`config.mk`:
```
export PLATFORM = sky130hd
export DESIGN_NAME = branch_predict_unit
export DESIGN_NICKNAME = d
export VERILOG_FILES = /design/src/rtl/branch_pkg.sv /design/src/rtl/branch_bht.sv /design/src/rtl/branch_predict_unit.sv
export SDC_FILE = /design/constraint.sdc
export NUM_CORES = 1
export LEC_CHECK = 0
export BUFFER_PORTS_ARGS = -buffer_cell sky130_fd_sc_hd__buf_2
export CAP_MARGIN = 20
export CORE_ASPECT_RATIO = 2
export CORE_UTILIZATION = 53
export DETAILED_ROUTE_END_ITERATION = 6
export PLACE_DENSITY = 0.71
export SLEW_MARGIN = 5
export SYNTH_ARGS = -nofsm -noshare
export SYNTH_HDL_FRONTEND = slang
export SYNTH_SLANG_ARGS = --single-unit
```
`constraint.sdc`:
```
create_clock -name clk -period 8.5 [get_ports clk]
set_input_delay 1.275 -clock clk [delete_from_list [all_inputs] [get_ports clk]]
set_output_delay 1.275 -clock clk [all_outputs]
set_load 0.02 [all_outputs]
```
`src/rtl/branch_pkg.sv`:
```
// Shared branch-op encodings, BHT counter states and the branch condition evaluator.
// Purely combinational helpers; no latency or flow control of their own.
package branch_pkg;

    localparam logic [4:0] BR_JUMP_BIT = 5'b1_0000;
    localparam logic [4:0] BR_BEQ      = 5'b0_1000;
    localparam logic [4:0] BR_BNE      = 5'b0_1001;
    localparam logic [4:0] BR_BLT      = 5'b0_1100;
    localparam logic [4:0] BR_BGE      = 5'b0_1101;
    localparam logic [4:0] BR_BLTU     = 5'b0_1110;
    localparam logic [4:0] BR_BGEU     = 5'b0_1111;

    localparam logic [1:0] CNT_SNT = 2'b00;
    localparam logic [1:0] CNT_WNT = 2'b01;
    localparam logic [1:0] CNT_WT  = 2'b10;
    localparam logic [1:0] CNT_ST  = 2'b11;

    // Operands are passed left-aligned at this width, which keeps both signed and
    // unsigned ordering intact for any XLEN up to BR_OPND_W.
    localparam int BR_OPND_W = 64;

    function automatic logic br_is_jump(input logic [4:0] op);
        return (op & BR_JUMP_BIT) != 5'b0;
    endfunction

    function automatic logic br_is_cond(input logic [4:0] op);
        return (op[4:3] == 2'b01) && (op[2:1] != 2'b01);
    endfunction

    function automatic logic br_eval(input logic [BR_OPND_W-1:0] data1,
                                     input logic [BR_OPND_W-1:0] data2,
                                     input logic [4:0]           op);
        logic taken;
        taken = 1'b0;
        if (br_is_jump(op)) begin
            taken = 1'b1;
        end else begin
            case (op)
                BR_BEQ:  taken = (data1 == data2);
                BR_BNE:  taken = (data1 != data2);
                BR_BLT:  taken = ($signed(data1) <  $signed(data2));
                BR_BGE:  taken = ($signed(data1) >= $signed(data2));
                BR_BLTU: taken = (data1 <  data2);
                BR_BGEU: taken = (data1 >= data2);
                default: taken = 1'b0;
            endcase
        end
        return taken;
    endfunction

endpackage

```
`src/rtl/branch_bht.sv`:
```
// Branch history table of 2-bit saturating counters, reset to weak-not-taken.
// Combinational read with no bypass of a same-cycle update; update lands on the next edge.
module branch_bht
    import branch_pkg::*;
#(
    parameter  int BHT_DEPTH = 64,
    localparam int IDX_W     = $clog2(BHT_DEPTH)
) (
    input  logic             clk,
    input  logic             rst,
    input  logic [IDX_W-1:0] rd_idx,
    output logic             rd_taken,
    input  logic             upd_en,
    input  logic [IDX_W-1:0] upd_idx,
    input  logic             upd_taken
);

    logic [1:0] cnt_q [BHT_DEPTH];
    logic [1:0] upd_cur;
    logic [1:0] upd_cnt_d;

    assign rd_taken = cnt_q[rd_idx][1];

    always_comb begin
        upd_cur   = cnt_q[upd_idx];
        upd_cnt_d = upd_cur;
        if (upd_taken && (upd_cur != CNT_ST)) begin
            upd_cnt_d = upd_cur + 2'd1;
        end else if (!upd_taken && (upd_cur != CNT_SNT)) begin
            upd_cnt_d = upd_cur - 2'd1;
        end
    end

    always_ff @(posedge clk or posedge rst) begin
        if (rst) begin
            for (int i = 0; i < BHT_DEPTH; i++) begin
                cnt_q[i] <= CNT_WNT;
            end
        end else if (upd_en) begin
            cnt_q[upd_idx] <= upd_cnt_d;
        end
    end

endmodule

```
`src/rtl/branch_predict_unit.sv`:
```
// Branch resolver with BHT prediction; BRANCH_STATS_EN adds branch/mispredict counters.
// One-cycle registered result; res_ready = !out_valid | out_ready, holding the result under backpressure.
module branch_predict_unit
    import branch_pkg::*;
#(
    parameter int XLEN      = 32,
    parameter int BHT_DEPTH = 64
) (
    input  logic            clk,
    input  logic            rst,
    input  logic [XLEN-1:0] pred_pc,
    output logic            pred_taken,
    input  logic            res_valid,
    output logic            res_ready,
    input  logic [XLEN-1:0] res_pc,
    input  logic [XLEN-1:0] data1,
    input  logic [XLEN-1:0] data2,
    input  logic [4:0]      branchOp,
    input  logic            res_pred_taken,
    output logic            out_valid,
    input  logic            out_ready,
    output logic            out_taken,
    output logic            out_mispredict,
    output logic [XLEN-1:0] out_pc
`ifdef BRANCH_STATS_EN
    ,
    output logic [31:0]     stat_branches,
    output logic [31:0]     stat_mispredicts
`endif
);

    localparam int IDX_W = $clog2(BHT_DEPTH);

    logic                 accept;
    logic                 taken;
    logic                 mispredict;
    logic                 is_cond;
    logic                 is_jump;
    logic [BR_OPND_W-1:0] d1_al;
    logic [BR_OPND_W-1:0] d2_al;

    logic            out_valid_q, out_valid_d;
    logic            out_taken_q, out_taken_d;
    logic            out_mis_q,   out_mis_d;
    logic [XLEN-1:0] out_pc_q,    out_pc_d;

    // Only the index bits of pred_pc feed the table; fold the rest away explicitly.
    logic unused_pred_pc;
    assign unused_pred_pc = ^pred_pc;

    assign d1_al      = BR_OPND_W'(data1) << (BR_OPND_W - XLEN);
    assign d2_al      = BR_OPND_W'(data2) << (BR_OPND_W - XLEN);
    assign taken      = br_eval(d1_al, d2_al, branchOp);
    assign is_cond    = br_is_cond(branchOp);
    assign is_jump    = br_is_jump(branchOp);
    assign mispredict = taken ^ res_pred_taken;

    assign res_ready  = !out_valid_q || out_ready;
    assign accept     = res_valid && res_ready;

    always_comb begin
        out_valid_d = out_valid_q;
        out_taken_d = out_taken_q;
        out_mis_d   = out_mis_q;
        out_pc_d    = out_pc_q;
        if (accept) begin
            out_valid_d = 1'b1;
            out_taken_d = taken;
            out_mis_d   = mispredict;
            out_pc_d    = res_pc;
        end else if (out_ready) begin
            out_valid_d = 1'b0;
        end
    end

    always_ff @(posedge clk or posedge rst) begin
        if (rst) begin
            out_valid_q <= 1'b0;
            out_taken_q <= 1'b0;
            out_mis_q   <= 1'b0;
            out_pc_q    <= '0;
        end else begin
            out_valid_q <= out_valid_d;
            out_taken_q <= out_taken_d;
            out_mis_q   <= out_mis_d;
            out_pc_q    <= out_pc_d;
        end
    end

    assign out_valid      = out_valid_q;
    assign out_taken      = out_taken_q;
    assign out_mispredict = out_mis_q;
    assign out_pc         = out_pc_q;

    branch_bht #(
        .BHT_DEPTH (BHT_DEPTH)
    ) u_bht (
        .clk       (clk),
        .rst       (rst),
        .rd_idx    (pred_pc[IDX_W+1:2]),
        .rd_taken  (pred_taken),
        .upd_en    (accept && is_cond),
        .upd_idx   (res_pc[IDX_W+1:2]),
        .upd_taken (taken)
    );

`ifdef BRANCH_STATS_EN
    logic [31:0] stat_br_q,  stat_br_d;
    logic [31:0] stat_mis_q, stat_mis_d;

    always_comb begin
        stat_br_d  = stat_br_q;
        stat_mis_d = stat_mis_q;
        if (accept && (is_cond || is_jump) && (stat_br_q != 32'hFFFF_FFFF)) begin
            stat_br_d = stat_br_q + 32'd1;
        end
        if (accept && mispredict && (stat_mis_q != 32'hFFFF_FFFF)) begin
            stat_mis_d = stat_mis_q + 32'd1;
        end
    end

    always_ff @(posedge clk or posedge rst) begin
        if (rst) begin
            stat_br_q  <= 32'd0;
            stat_mis_q <= 32'd0;
        end else begin
            stat_br_q  <= stat_br_d;
            stat_mis_q <= stat_mis_d;
        end
    end

    assign stat_branches    = stat_br_q;
    assign stat_mispredicts = stat_mis_q;
`endif

endmodule

```
Yosys cells after proc, flatten, opt, wreduce, memory -nomap -nowiden
Index checks and enable logic that the tools add are counted.
- muxes and demuxes: 15
- reductions and logical operators: 11
- $add $sub $neg: 2
- equal/unequal tests: 11
- $lt $le $gt $ge: 7
- bitwise logic cells: 3
- operator list (operator ; count):
    bitwise mux 128 bit ; 1
    >= comparator 64 bit ; 2
    < comparator 64 bit ; 2
    == test 32 bit ; 1
    != test 32 bit ; 1
    == test 5 x 4 -> 1 bit, second input constant ; 6
    binary-select mux 2 bit (select 6 bit) ; 2
    >= comparator 7 bit, second input constant ; 2
    2-to-1 mux 2 bit ; 7
    NOT 6 -> 7 bit ; 2
    demux 2 bit (select 6 bit) ; 1
    < comparator 7 x 1 -> 1 bit, second input constant ; 1
    logical AND 1 bit ; 6
    one-hot mux 1 bit (6 select lines) ; 1
    nonzero test 2 bit ; 2
    2-to-1 mux 1 bit ; 3
    adder 2 x 1 -> 2 bit, second input constant ; 1
    == test 2 x 1 -> 1 bit, second input constant ; 1
    zero test 1 bit ; 2
    != test 2 x 1 -> 1 bit, second input constant ; 1
    != test 2 bit, second input constant ; 1
    subtractor 2 x 1 -> 2 bit, second input constant ; 1
    logical OR 1 bit ; 1
    XOR 1 bit ; 1
- register bits: 163
- output and inout bits: 37

Longest topological paths before layout
Gate-level depths: netlist of run 1.
- word-level depth: 9
- gate-level depth with buffers: 18
- depth with buffers taken out: 11

Hierarchy
Synthesis of run 1 repeated with hierarchy kept, for this count alone.
- cell total of the unflattened synthesis: 875
- area total of the unflattened synthesis: 8866.0 µm²
- by module, submodules not included (module ; instances ; area an instance (µm²) ; cells each):
    branch_bht ; 1 ; 6590.1 ; 667
    branch_predict_unit ; 1 ; 2275.9 ; 208

Least setup slack after synthesis of run 1
Ideal clock, no wire load.
- path kind: input port to output port
- start: in pred_pc[2]
- end: out pred_taken
- path buffers: 2
- setup slack: 3469 ps
- data required time: 7225 ps
- stages: 5
- data arrival time: 3756 ps
- path through: clkbuf_1 > buf_1 > mux4_2 > mux4_2 > mux4_2
- cells in the longest elaborated chain, start to end: 4
- ends and longest elaborated chain (what ; RTL line ; text):
    from (decl) ; branch_predict_unit.sv:11 ; input logic [XLEN-1:0] pred_pc,
    NOT 6 -> 7 bit (not written as such) ; branch_bht.sv:22 ; assign rd_taken = cnt_q[rd_idx][1];
    binary-select mux 2 bit (select 6 bit) ; branch_bht.sv:22 ;
    2-to-1 mux 2 bit (not written as such) (2 in a row) ; branch_bht.sv:22 ;
    to (decl) ; branch_predict_unit.sv:12 ; output logic pred_taken,
No other way between the ends. The select of a mux whose other input is x is not followed.

Worst setup path after layout of run 1
- start: in res_pc[3]
- end: reg u_bht.cnt_q[37] (netlist name)
- cells in the longest elaborated chain, start to end: 9
- elaborated cells on any way between the ends: 18
- classes of those cells: add/sub (2); order compare (2); eq/ne (1); mux (8); bitwise (1); reduce/logical (4)
- ends and longest elaborated chain (what ; RTL line ; text):
    from (decl) ; branch_predict_unit.sv:15 ; input logic [XLEN-1:0] res_pc,
    NOT 6 -> 7 bit (not written as such) (*) ; branch_bht.sv:25, branch_bht.sv:40 ;
    parallel branches: the longest is 7 deep, another holds subtractor 2 x 1 -> 2 bit ; - ;
    bitwise mux 128 bit (*) ; branch_bht.sv:40 ; cnt_q[upd_idx] <= upd_cnt_d;
    to (signal, indexed assignment) ; branch_bht.sv:40 ;
    to (decl) ; branch_bht.sv:18 ; logic [1:0] cnt_q [BHT_DEPTH];
Mark *: on every way between the ends. The select of a mux whose other input is x is not followed.
A chain may end at the register's enable or synchronous reset.

==> flow_metrics.tcl, run 1 <==
set metrics [dict create \
    postCtsSetupBuffers 0 \
    postSynthNetCount 1491 \
    boundaryPins 175 \
    synthDominantCellAreaShare_pct 20.5 \
    drive_gt1_share_pct 30.7 \
    synth-edff-count 0 \
    timing.hold.ws_ns 0.483 \
    number_of_placement_rows 77 \
    post-route-min-period_ns 6.02 \
    tightest_slew_ns 1.24 \
    synth_area_um2 12100 \
    worst_skew_pair.late_latency_ns 0.46 \
    fp.coreArea_um2 22300 \
    clkSinkCount 163 \
    area.growth.synth_to_final_pct 10.5 \
    first_pass_grt_wire_length_um 62100 \
    drt_iter0_drc 1189 \
    crit_path_end_kind "flip-flop" \
    ff_latch_area_um2 4160 \
    worst_slew_margin_rel_pct 17.2 \
    syn-instance-count 1319 \
    max_cap_viol_count 0 \
    final.period_utilization_pct 70.8 \
    clk_path_buf_depth 2 \
    report.power.total_w 0.00208 \
    antenna_violating_nets_left 0 \
    number_of_iterations_in_the_first_detailed_routing_pass 5 \
    synth_top_cells_by_count "321 x sky130_fd_sc_hd__nand2_1, 151 x sky130_fd_sc_hd__nor2_1, 99 x sky130_fd_sc_hd__dfrtp_1, 72 x sky130_fd_sc_hd__o211ai_1, 65 x sky130_fd_sc_hd__o2111ai_1" \
    worst_setup_slack_after_placement_ns 2.30 \
    hold_path.class "reg -> reg" \
    slew_viol_final 0 \
    clock-root-buffer "sky130_fd_sc_hd__clkbuf_16" \
    kind_of_critical_path "in -> reg" \
    post_synthesis_sequential_element_count 163 \
    grt_start_max_net_pins 97 \
    grt_pass1_vias 11400 \
    worst-endpoint-required_ns 8.79 \
    area_occupied_by_multi_input_gates_um2 7140 \
    chipWidth_um 109 \
    via_per_inst 6.96 \
    grt_util_all_layers_pct 35.4 \
    fin_util_pct 60.1 \
    post_cts.resized_instances 0 \
    final.setup.tns_ns 0 \
    tritoncts_buffer_count 17 \
    cts_tree "yes" \
    max_freq_ghz 0.166 \
    post_cts_hold_buffer_count 0 \
    nets_final 1556 \
    post-route-worst-setup-slack_ns 2.48 \
    finalHoldViolations 0 \
    critPathMaxFanout 66 \
    floorplan.die_area_um2 23500 \
    p_leak_nw 5.20 \
    fillCellCount 1945 \
    count_of_warnings_emitted_by_yosys 0 \
    synth_area_leaders "sky130_fd_sc_hd__dfrtp_1 20%, sky130_fd_sc_hd__dfstp_2 14%, sky130_fd_sc_hd__nand2_1 10%, sky130_fd_sc_hd__mux4_2 6.9%, sky130_fd_sc_hd__o2111ai_1 4.7%" \
    vdd_drop_max_mv 0.158 \
    asyncSetResetFlopFracSynth_pct 100 \
    clock-skew-final_ns 0.0105 \
    floorplan.initialDensity_pct 54.4 \
    synth_area_per_cell_um2 9.17 \
    wl_um 40600 \
    globalRouteOverflowTotal 0 \
    clk_pin_slew_worst_paths_ns 0.07 \
    crit_start_category "input port" \
    run_status "complete, no violations" \
    route.detailed.drc 0 \
    yosysUniqueCellTypes 72 \
    p_per_area_nw_per_um2 156 \
    synth_sequential_area_ratio_pct 34.4 \
    via_count 11600 \
    number_of_antenna_violations_at_the_first_check_in_global_routing 1 \
    y_dimension_of_the_die_um 216 \
    post_drt_wl_per_cell_um 24.3 \
    grt_setup_unrepaired "no" \
    synthMostInstantiatedCell "sky130_fd_sc_hd__nand2_1" \
    io_buffer_count 148 \
    yosys_most_used_dff "sky130_fd_sc_hd__dfrtp_1" \
    final_setup_fails 0 \
    synth_largest_area_cell "sky130_fd_sc_hd__dfrtp_1" \
    cp_data_arrival_time_ns 6.31 \
    clock_tree.htree_level_count 4 \
    global_placement_routability_congestion 0.892 \
    hpwl_reported_at_the_end_of_detailed_placement_um 25300 \
]
[cell type report]
type / count / area share [%]
multi-input combinational: 990 / 53.4
tap: 276 / 2.58
inverter: 41 / 1.19
sequential: 163 / 31.1
timing repair buffer: 171 / 7.04
antenna: 1 / 0.0187
clock buffer: 18 / 3.28
clock inverter: 13 / 1.38
[metal layers]
metal  up-vias  track usage, %  routed length, µm
met5         -               0                  0
met4         0            28.3               3260
met3       203            7.31               3600
met2       758            58.2              19700
met1      5620            38.7              14000
li1       5066               -                  -
[placed cells by master, fill, tap and decap left out, types with 4 or more instances in the layout]
cell,n
sky130_fd_sc_hd__dfstp_2,64
sky130_fd_sc_hd__a21oi_1,20
sky130_fd_sc_hd__o311ai_1,28
sky130_fd_sc_hd__inv_1,37
sky130_fd_sc_hd__dfrtp_1,99
sky130_fd_sc_hd__o21ai_0,8
sky130_fd_sc_hd__mux2i_1,17
sky130_fd_sc_hd__and3_1,6
sky130_fd_sc_hd__o211ai_2,30
sky130_fd_sc_hd__o221ai_2,32
sky130_fd_sc_hd__nand4_1,6
sky130_fd_sc_hd__nor2_1,151
sky130_fd_sc_hd__nand3b_1,8
sky130_fd_sc_hd__clkbuf_16,17
sky130_fd_sc_hd__a22o_1,4
sky130_fd_sc_hd__o211ai_1,72
sky130_fd_sc_hd__o21a_1,4
sky130_fd_sc_hd__a22oi_1,4
sky130_fd_sc_hd__nand2_1,320
sky130_fd_sc_hd__nand3_1,5
sky130_fd_sc_hd__bufinv_16,4
sky130_fd_sc_hd__clkinv_4,4
sky130_fd_sc_hd__o221ai_1,32
sky130_fd_sc_hd__mux4_2,37
sky130_fd_sc_hd__o22ai_1,6
sky130_fd_sc_hd__clkinv_2,4
sky130_fd_sc_hd__mux2_2,35
sky130_fd_sc_hd__o311ai_0,4
sky130_fd_sc_hd__buf_4,20
sky130_fd_sc_hd__nand2b_1,5
sky130_fd_sc_hd__buf_2,148
sky130_fd_sc_hd__ha_1,32
sky130_fd_sc_hd__o2111ai_1,65
[per-stage QoR]
stage          area (µm²)  instances
2_1_floorplan       12100       1319
6_report            13400       1673
5_1_grt             13400       1673
3_3_place_gp        12700       1638
3_5_place_dp        12700       1640
4_1_cts             13300       1671
[power breakdown]
part,switching (W),leakage [nW],internal (W)
Clock,0.000343,0.310,0.000498
Combinational,0.000273,2.92,0.000119
Sequential,0.0000218,1.96,0.000827
[worst max-delay path: stages]
cell and delay (ns):
sky130_fd_sc_hd__buf_2 0.26, sky130_fd_sc_hd__nor2_1 0.79, sky130_fd_sc_hd__a221o_1 0.30, sky130_fd_sc_hd__a22oi_1 0.08, sky130_fd_sc_hd__o22ai_1 0.50, sky130_fd_sc_hd__or4_4 0.79, sky130_fd_sc_hd__ha_2 0.33, sky130_fd_sc_hd__inv_2 0.13
sky130_fd_sc_hd__nor2_1 0.24, sky130_fd_sc_hd__a2bb2oi_4 0.60, sky130_fd_sc_hd__buf_4 0.71, sky130_fd_sc_hd__o311ai_0 0.24
[path summary, 6_finish.rpt]
| kind | to | depth (start not counted) | from | slack (ns) |
|---|---|---|---|---|
| worst min register to register | out_pc[4] | 2 | out_pc[4] | 0.48 |
| worst min-delay path | out_pc[4] | 2 | out_pc[4] | 0.48 |
| worst max register to register | u_bht.cnt_q[37] | 11 | u_bht.cnt_q[84] | 3.77 |
| max in group asynchronous | u_bht.cnt_q[77] | 4 | rst | 5.83 |
| min in group asynchronous | u_bht.cnt_q[41] | 2 | rst | 0.95 |
| worst max-delay path | u_bht.cnt_q[37] | 12 | res_pc[3] | 2.48 |
[cell families (layout without fill, tap and decap cells)]
kind of cell	Yosys count	after routing	synth area share (%)
multiplexers	89	89	11.6
AND/OR/NAND/NOR	524	524	17.7
adder cells (fa/ha/maj)	34	34	3.52
flip-flops	163	163	34.4
buffers and inverters	166	243	6.93
XOR/XNOR	2	2	0.145
AO/OA/AOI/OAI	341	341	25.8
other	0	1	0
[registers in the layout, summed over array words and instances (netlist names)]
signal          count
u_bht.cnt_q       128
out_pc             32
out_mispredict      1
out_taken           1
out_valid           1
(Power assumes the default switching activity.)
==> inputs of run 2 (changes only) <==
==> constraint.sdc (replaced) <==
create_clock -name clk -period 5.94 [get_ports clk]
set_input_delay 0.891 -clock clk [delete_from_list [all_inputs] [get_ports clk]]
set_output_delay 0.891 -clock clk [all_outputs]
set_load 0.02 [all_outputs]
==> flow_metrics.tcl, run 2 (synthesis gave the netlist of run 1 again) <==
set metrics [dict create \
    clock-skew-final_ns 0.00871 \
    floorplan.die_area_um2 23500 \
    via_per_inst 6.84 \
    drt_iter0_drc 1192 \
    worst-endpoint-required_ns 6.25 \
    drive_gt1_share_pct 31.0 \
    number_of_placement_rows 77 \
    hold_path.class "reg -> reg" \
    grt_start_max_net_pins 132 \
    critical_path.max_stage_delay_ns 0.65 \
    grt_setup_unrepaired "no" \
    p_per_area_nw_per_um2 217 \
    globalRouteOverflowTotal 0 \
    crit_top_cell "sky130_fd_sc_hd__buf_4" \
    postCtsSetupBuffers 0 \
    wl_um 40000 \
    post_cts.resized_instances 0 \
    max_flop_register "u_bht.cnt_q" \
    final.period_utilization_pct 78.9 \
    crit_path_end_kind "flip-flop" \
    cp_top_family "compound AO/OA/AOI/OAI gates" \
    cp_num_buf_inv 4 \
    area.growth.synth_to_final_pct 10.8 \
    boundaryPins 175 \
    nets_final 1562 \
    clk_path_buf_depth 2 \
    first_pass_grt_wire_length_um 61300 \
    antenna_violating_nets_left 0 \
    run_status "complete, no violations" \
    grt_util_all_layers_pct 34.8 \
    global_placement_routability_congestion 0.906 \
    max_freq_ghz 0.213 \
    io_buffer_count 148 \
    kind_of_critical_path "in -> reg" \
    number_of_antenna_violations_at_the_first_check_in_global_routing 2 \
    fp.coreArea_um2 22300 \
    clock-root-buffer "sky130_fd_sc_hd__clkbuf_16" \
    cp_cell_sequence "buf_2 > buf_4 > mux4_2 > nand2_1 > a21oi_1 > a211oi_2 > o211ai_4 > ha_2 > inv_2 > nor2_1 > a2bb2oi_4 > buf_4 > o311ai_1" \
    worst_slew_margin_rel_pct 28.4 \
    clk_pin_slew_worst_paths_ns 0.07 \
    number_of_iterations_in_the_first_detailed_routing_pass 5 \
    layout_commonest_cell "sky130_fd_sc_hd__nand2_1" \
    grt_pass1_vias 11400 \
    vdd_drop_max_mv 0.165 \
    cp_data_arrival_time_ns 4.99 \
    clkSinkCount 163 \
    stdcell_area_um2 13400 \
    cts_tree "yes" \
    report.power.total_w 0.00292 \
    max_cap_viol_count 0 \
    final.setup.tns_ns 0 \
    finalHoldViolations 0 \
    p_leak_nw 5.21 \
    floorplan.initialDensity_pct 54.4 \
    via_count 11500 \
    post_drt_wl_per_cell_um 23.8 \
    timing.critical_path.slowest_stage_cell "sky130_fd_sc_hd__a2bb2oi_4" \
    worst-r2r-setup-slack_ns 2.07 \
    largest_register_ffs 128 \
    place_area_um2 12800 \
    tritoncts_buffer_count 17 \
    post_cts_hold_buffer_count 0 \
    clock_tree.htree_level_count 4 \
    route.detailed.drc 0 \
    layout_common_cells "320 x sky130_fd_sc_hd__nand2_1, 151 x sky130_fd_sc_hd__nor2_1, 149 x sky130_fd_sc_hd__buf_2, 99 x sky130_fd_sc_hd__dfrtp_1, 72 x sky130_fd_sc_hd__o211ai_1" \
    worst_setup_slack_after_placement_ns 0.878 \
    tightest_slew_ns 1.07 \
    hpwl_reported_at_the_end_of_detailed_placement_um 25300 \
    crit_start_category "input port" \
    post-route-worst-setup-slack_ns 1.26 \
    worst_skew_pair.late_latency_ns 0.45 \
    final_setup_fails 0 \
    y_dimension_of_the_die_um 216 \
    post-route-min-period_ns 4.68 \
    slew_viol_final 0 \
    chipWidth_um 109 \
    fin_util_pct 60.2 \
    critPathMaxFanout 25 \
]
## run 2: cell types whose count changed in the layout (fill, tap and decap cells not counted), sizes merged
cell	previous run	this run
buf	171	177
inv	42	44
clkinv	8	7
clkinvlp	0	1
bufinv	4	2
diode	1	2
clkbuf	18	19
## run 2: layer usage
metal,GRT usage (%),up-vias,part of all wire (%)
met5,0,-,0
met4,29.5,0,8.7
met3,5.68,201,8.1
met2,56.5,735,48
met1,39.1,5492,35
li1,-,5078,-
## run 2: area by class of cell
type / count / area, µm²
fill: 1916 / 8850
multi-input combinational: 990 / 7140
sequential: 163 / 4160
timing repair buffer: 177 / 1010
clock buffer: 19 / 443
tap: 276 / 345
inverter: 41 / 159
clock inverter: 13 / 151
antenna: 2 / 5.00
## run 2: path summary, 6_finish.rpt
path                                 start         endpoint  depth (start not counted)
max in group asynchronous              rst  u_bht.cnt_q[69]                          3
max                              res_pc[3]  u_bht.cnt_q[15]                         13
min in group asynchronous              rst  u_bht.cnt_q[43]                          2
min reg2reg                      out_pc[4]        out_pc[4]                          2
max reg2reg                u_bht.cnt_q[25]  u_bht.cnt_q[15]                          9
min                              out_pc[4]        out_pc[4]                          2
## run 2: tightest hold or removal path, stage by stage (launching register included)
cell and delay, ns:
sky130_fd_sc_hd__dfrtp_1 0.34, sky130_fd_sc_hd__nand2_1 0.05, sky130_fd_sc_hd__o21ai_0 0.07
## run 2: power by group
part | leakage, nW | switching (W) | internal [W]
registers | 1.96 | 0.0000303 | 0.00118
logic | 2.96 | 0.000387 | 0.000178
clock network | 0.289 | 0.000501 | 0.000637
## run 2: per-stage QoR
| stage | hold slack, ns | cells |
|---|---|---|
| after floorplan | 0.468 | 1319 |
| after global placement | 0.460 | 1645 |
| after detailed placement | 0.476 | 1646 |
| after CTS | 0.492 | 1678 |
| after global routing | 0.512 | 1681 |
| final | 0.486 | 1681 |
